===== src/rtl/gtfraw_drp_pkg.sv =====
// Shared widths, FSM encoding and counter sizes for the GTF raw DRP
// register responder.
package gtfraw_drp_pkg;

    localparam int DRP_ADDR_W_DEF = 9;
    localparam int DRP_DATA_W_DEF = 16;
    localparam int LAT_CNT_W      = 4;
    localparam int ERR_CNT_W      = 8;

    typedef enum logic [1:0] {
        IDLE = 2'd0,
        BUSY = 2'd1,
        RESP = 2'd2
    } drp_state_e;

    function automatic logic [ERR_CNT_W-1:0] sat_add(
        input logic [ERR_CNT_W-1:0] base,
        input logic [1:0]           inc
    );
        logic [ERR_CNT_W:0] sum;
        sum = {1'b0, base} + {{(ERR_CNT_W-1){1'b0}}, inc};
        return sum[ERR_CNT_W] ? '1 : sum[ERR_CNT_W-1:0];
    endfunction

endpackage


===== src/rtl/gtfraw_drp_reg_responder.sv =====
// DRP slave backing a soft register bank with programmable read/write latency.
// Define GTFRAW_DRP_RESP_NORDY_EN to suppress drp_rdy on out-of-range accesses.
module gtfraw_drp_reg_responder
    import gtfraw_drp_pkg::*;
#(
    parameter int DRP_ADDR_WIDTH = DRP_ADDR_W_DEF,
    parameter int DRP_DATA_WIDTH = DRP_DATA_W_DEF,
    parameter int NUM_REGS       = 32,
    parameter int RD_LATENCY     = 2,
    parameter int WR_LATENCY     = 3,
    parameter logic [DRP_DATA_WIDTH-1:0] RESET_VAL = '0
) (
    input  logic                               s_axi_aclk,
    input  logic                               s_axi_aresetn,
    input  logic                               drp_en,
    input  logic                               drp_we,
    input  logic [DRP_ADDR_WIDTH-1:0]          drp_addr,
    input  logic [DRP_DATA_WIDTH-1:0]          drp_di,
    output logic [DRP_DATA_WIDTH-1:0]          drp_do,
    output logic                               drp_rdy,
    output logic [NUM_REGS*DRP_DATA_WIDTH-1:0] reg_q,
    input  logic                               hw_wr_en,
    input  logic [DRP_ADDR_WIDTH-1:0]          hw_wr_addr,
    input  logic [DRP_DATA_WIDTH-1:0]          hw_wr_data,
    output logic                               proto_err,
    output logic                               range_err,
    output logic [ERR_CNT_W-1:0]               err_count
);

    localparam int IDX_W = (NUM_REGS > 1) ? $clog2(NUM_REGS) : 1;
    localparam logic [DRP_ADDR_WIDTH:0] NREGS =
        (DRP_ADDR_WIDTH+1)'(NUM_REGS);
    localparam logic [LAT_CNT_W-1:0] RD_CNT = LAT_CNT_W'(RD_LATENCY - 1);
    localparam logic [LAT_CNT_W-1:0] WR_CNT = LAT_CNT_W'(WR_LATENCY - 1);

    drp_state_e state;
    drp_state_e state_nxt;

    logic [LAT_CNT_W-1:0]      cnt;
    logic [LAT_CNT_W-1:0]      cnt_nxt;
    logic [LAT_CNT_W-1:0]      lat_load;
    logic                      lat_we;
    logic [DRP_ADDR_WIDTH-1:0] lat_addr;
    logic [DRP_DATA_WIDTH-1:0] lat_di;

    logic [DRP_DATA_WIDTH-1:0] mem [NUM_REGS];

    logic             accept;
    logic             resp;
    logic             acc_ok;
    logic             drp_wr;
    logic             hw_ok;
    logic [IDX_W-1:0] drp_idx;
    logic [IDX_W-1:0] hw_idx;

    function automatic logic in_range(input logic [DRP_ADDR_WIDTH-1:0] a);
        return {1'b0, a} < NREGS;
    endfunction

    always_ff @(posedge s_axi_aclk or negedge s_axi_aresetn) begin
        if (!s_axi_aresetn) begin
            state <= IDLE;
            cnt   <= '0;
        end else begin
            state <= state_nxt;
            cnt   <= cnt_nxt;
        end
    end

    always_comb begin
        state_nxt = state;
        cnt_nxt   = cnt;
        lat_load  = drp_we ? WR_CNT : RD_CNT;
        unique case (state)
            IDLE: begin
                if (drp_en) begin
                    cnt_nxt   = lat_load;
                    state_nxt = (lat_load == '0) ? RESP : BUSY;
                end
            end
            BUSY: begin
                cnt_nxt = cnt - 1'b1;
                if (cnt_nxt == '0) begin
                    state_nxt = RESP;
                end
            end
            RESP: begin
                state_nxt = IDLE;
            end
            default: begin
                state_nxt = IDLE;
                cnt_nxt   = '0;
            end
        endcase
    end

    assign accept = drp_en && (state == IDLE);

    always_ff @(posedge s_axi_aclk or negedge s_axi_aresetn) begin
        if (!s_axi_aresetn) begin
            lat_we   <= 1'b0;
            lat_addr <= '0;
            lat_di   <= '0;
        end else if (accept) begin
            lat_we   <= drp_we;
            lat_addr <= drp_addr;
            lat_di   <= drp_di;
        end
    end

    assign resp    = (state == RESP);
    assign acc_ok  = in_range(lat_addr);
    assign drp_idx = lat_addr[IDX_W-1:0];
    assign hw_idx  = hw_wr_addr[IDX_W-1:0];
    assign drp_wr  = resp && lat_we && acc_ok;

    // A DRP write completing on the same register takes precedence.
    assign hw_ok = hw_wr_en && in_range(hw_wr_addr) &&
                   !(drp_wr && (hw_wr_addr == lat_addr));

`ifdef GTFRAW_DRP_RESP_NORDY_EN
    assign drp_rdy = resp && acc_ok;
`else
    assign drp_rdy = resp;
`endif

    assign drp_do    = (drp_rdy && !lat_we && acc_ok) ? mem[drp_idx] : '0;
    assign range_err = resp && !acc_ok;
    assign proto_err = drp_en && (state != IDLE);

    always_ff @(posedge s_axi_aclk or negedge s_axi_aresetn) begin
        if (!s_axi_aresetn) begin
            for (int k = 0; k < NUM_REGS; k++) begin
                mem[k] <= RESET_VAL;
            end
        end else begin
            if (hw_ok) begin
                mem[hw_idx] <= hw_wr_data;
            end
            if (drp_wr) begin
                mem[drp_idx] <= lat_di;
            end
        end
    end

    always_ff @(posedge s_axi_aclk or negedge s_axi_aresetn) begin
        if (!s_axi_aresetn) begin
            err_count <= '0;
        end else begin
            err_count <= sat_add(err_count,
                                 {1'b0, proto_err} + {1'b0, range_err});
        end
    end

    for (genvar k = 0; k < NUM_REGS; k++) begin : g_q
        assign reg_q[k*DRP_DATA_WIDTH +: DRP_DATA_WIDTH] = mem[k];
    end

endmodule

===== config.mk =====
export PLATFORM = sky130hd
export DESIGN_NAME = gtfraw_drp_reg_responder
export DESIGN_NICKNAME = d
export VERILOG_FILES = /design/src/rtl/gtfraw_drp_pkg.sv /design/src/rtl/gtfraw_drp_reg_responder.sv
export SDC_FILE = /design/constraint.sdc
export NUM_CORES = 2
export LEC_CHECK = 0
export CAP_MARGIN = 0
export CORE_ASPECT_RATIO = 1.25
export CORE_MARGIN = 2
export CORE_UTILIZATION = 25
export CTS_CLUSTER_DIAMETER = 60
export DETAILED_ROUTE_END_ITERATION = 10
export PLACE_DENSITY = 0.5
export SETUP_SLACK_MARGIN = 0.3
export SLEW_MARGIN = 20
export SYNTH_ARGS = -nofsm -noshare
export SYNTH_HDL_FRONTEND = slang
export SYNTH_SLANG_ARGS = --single-unit

===== constraint.sdc =====
create_clock -name s_axi_aclk -period 3 [get_ports s_axi_aclk]
set_clock_uncertainty 0.2 [all_clocks]
set_input_delay 0.3 -clock s_axi_aclk [delete_from_list [all_inputs] [get_ports s_axi_aclk]]
set_output_delay 0.3 -clock s_axi_aclk [all_outputs]
set_load 0.02 [all_outputs]

==> results.py <==
metrics = {
    "outcome": {
        "outcome": "finished with violations",
        "violations": "setup timing",
    },
    "placed_design": {
        "portBuffers": 593,
        "post-place-cells": 5862,
        "pre_cts_slack_ns": -0.648,
        "gp_congestion": 0.999,
        "hpwl_microns": 155000,
    },
    "drt": {
        "vias": 36300,
        "antenna_left": 0,
        "routed_wl_microns": 218000,
        "drt_pass1_iterations": 8,
        "post-route-drc-count": 0,
        "viasPerCell": 5.92,
        "drt_iter0_markers": 4797,
        "wl_per_cell_microns": 35.6,
    },
    "yosys": {
        "avgSynthCellArea_sq_um": 9.18,
        "synth_edf_count": 0,
        "synthFlopType": "dfrtp_1",
        "syn-num-nets": 3627,
        "synth-seq-cells": 552,
        "synth_top_cell_area_share_pct": 42.2,
        "yosysWarnings": 0,
        "syn_area_sq_um": 32800,
        "async_flop_share_pct": 100,
        "ys_top_cells_by_area": "dfrtp_1, nand3_1, mux4_2",
        "yosysUniqueCellTypes": 62,
        "yosysSeqAreaShare_pct": 42.2,
        "syn_inst": 3568,
        "synth_largest_area_cell": "dfrtp_1",
    },
    "global_routing": {
        "track_usage_pct": 31.4,
        "grt_pass1_vias": 34000,
        "grt_pass1_wl_microns": 295000,
        "grt_max_degree": 84,
        "antenna_found_initial": 14,
        "grt_overflow": 0,
    },
    "clock_tree": {
        "cts_tree": "yes",
        "clk_pin_slew_worst_paths_ns": 0.07,
        "cts.sinks": 552,
        "clk_path_buf_depth": 3,
        "root_buffer": "clkbuf_16",
        "insertion_delay_ns": 0.67,
        "cts_buffers": 61,
        "h-tree-depth": 2,
    },
    "sta": {
        "tightest_slew_ns": 1.04,
        "setup-violations-final": 297,
        "rsz0062_at_grt": "yes",
        "fin_crit_sh_pct": 123,
        "relSlewSlack_pct": 30.6,
        "period_minus_slack_ns": 3.70,
        "worst_slack_ns": -0.699,
        "hold_violations": 0,
        "max_freq_mhz": 270,
        "drv_slew": 0,
    },
    "cells_and_area": {
        "drive_above_1_share_pct": 24.1,
        "most-common-layout-cells": "nand3_1, clkdlybuf4s50_1, dfrtp_1, nand2_1, buf_4",
        "final_common_cell": "nand3_1",
        "area_growth_pct": 49.5,
        "final_util_pct": 37.6,
        "nets": 4403,
        "final_cells": 6126,
    },
    "worst_setup_path": {
        "end_kind": "primary output",
        "r2r_slack_ns": -0.16,
        "startpoint_type": "flip-flop",
        "cp_max_fo": 6,
        "cp_data_arrival_time_ns": 3.20,
        "crit_type": "reg2out",
        "crit_required_ns": 2.50,
    },
    "die": {
        "dieHeight_microns": 409,
        "rows": 148,
        "core_area_sq_um": 130000,
        "ios": 594,
        "dieArea_sq_um": 134000,
        "start_util_pct": 25.2,
        "die_w_microns": 328,
    },
    "power_and_ir_drop": {
        "irDropWorstVdd_v": 0.000665,
        "p_leak_nw": 17.9,
        "p_per_area_nw_per_um2": 657,
    },
    "job": {
        "maxCapViolCount": 0,
    },
    "min_path": {
        "hp-class": "in2reg",
    },
}
[critical path: stages (launching register included)]
cell	delay [ns]
dfrtp_4	0.49
buf_12	0.14
buf_12	0.12
buf_16	0.14
buf_12	0.14
buf_8	0.12
mux4_2	0.43
a22o_4	0.31
a221oi_2	0.18
a31oi_1	0.12
buf_4	0.20
buf_12	0.13
[synthesized netlist by cell type, types with 10 or more instances]
library cell and instances:
a31oi_1 97, clkbuf_1 286, nor2_1 168, nand4b_1 22, nor2b_1 14, a22o_1 16
nor4_1 10, nand4_1 58, a21oi_1 75, and3_1 18, buf_1 54, nand3_1 725
or4_1 10, mux4_2 128, buf_2 80, nor3_1 30, a31oi_4 20, nand3b_1 356
mux2_2 25, a221o_1 19, nand2_1 408, buf_4 14, o31a_1 50, dfrtp_1 552
o21ai_0 136, or3_1 11, a221oi_1 16, a22oi_1 32, inv_1 24
[registers in the layout (all words and copies together), names as in the netlist]
| register | flops |
|---|---|
| lat_di | 16 |
| cnt | 4 |
| reg_q | 512 |
| state | 2 |
| lat_addr | 9 |
| lat_we | 1 |
| err_count | 8 |
[layer usage]
layer	global-route usage, %	routed length (microns)	vias to the layer above	part of all wire (%)
li1	-	-	14600	-
met1	39.3	81100	18400	37
met2	46.6	94200	2629	43
met3	9.50	25500	606	12
met4	20.5	17300	10	7.9
met5	0	61	-	0.028
[cell type report]
| type | count | area [sq um] |
|---|---|---|
| Fill cell | 13000 | 81200 |
| Multi-Input combinational cell | 2553 | 18200 |
| Clock inverter | 27 | 292 |
| Timing Repair Buffer | 1152 | 12600 |
| Sequential cell | 552 | 13800 |
| Antenna cell | 5 | 12.5 |
| Tap cell | 1725 | 2160 |
| Inverter | 24 | 90.1 |
| Clock buffer | 88 | 1820 |
[cells by family (layout without fill, tap and decap cells)]
group	count (synthesis)	in the layout	share of synthesized area [%]
AO/OA/AOI/OAI	479	479	10.3
XOR/XNOR	15	15	0.401
adder cells (fa/ha/maj)	4	4	0.176
buffers and inverters	464	1291	5.93
flip-flops	552	552	42.2
multiplexers	154	154	9.69
other	0	5	0
AND/OR/NAND/NOR	1900	1901	31.3
[stage by stage]
| stage | hold WS, ns | TNS, ns | power (mW) | area (sq um) |
|---|---|---|---|---|
| global placement | 0.0713 | -3.78 | 21.8 | 43100 |
| global route | 0.0474 | -46.44 | 32.7 | 49000 |
| CTS | 0.0270 | -11.80 | 31.6 | 48200 |
| floorplan | -0.196 | 0 | 14.6 | 32800 |
| finish | 0.0433 | -23.40 | 32.2 | 49000 |
| detailed placement | 0.0790 | -4.38 | 21.9 | 43100 |
[power by group]
| group | switching [mW] | total, mW | internal, mW |
|---|---|---|---|
| Clock | 3.56 | 8.21 | 4.65 |
| Combinational | 8.96 | 14.7 | 5.79 |
| Sequential | 1.06 | 9.23 | 8.17 |
| Total | 13.6 | 32.2 | 18.6 |
[timing repair]
| action | 4_1_cts | 5_1_grt |
|---|---|---|
| pin swaps | 130 | 117 |
| hold buffers | 5 | 0 |
| resized for setup | 332 | 128 |
| endpoints found under the setup margin | 168 | 536 |
| gates cloned | 32 | 12 |
| buffers inserted | 77 | 18 |
| endpoints found under the hold margin | 552 | 0 |
[path summary, 6_finish.rpt]
path / start / to / depth (start not counted)
min reg2reg: lat_di[9] / lat_di[9] / 1
max: lat_addr[0] / drp_do[12] / 11
max reg2reg: lat_addr[0] / reg_q[353] / 14
max in group asynchronous: s_axi_aresetn / reg_q[280] / 5
min in group asynchronous: s_axi_aresetn / reg_q[25] / 3
min: drp_di[1] / lat_di[1] / 2
No activity file was read; power rests on OpenSTA's default activity.
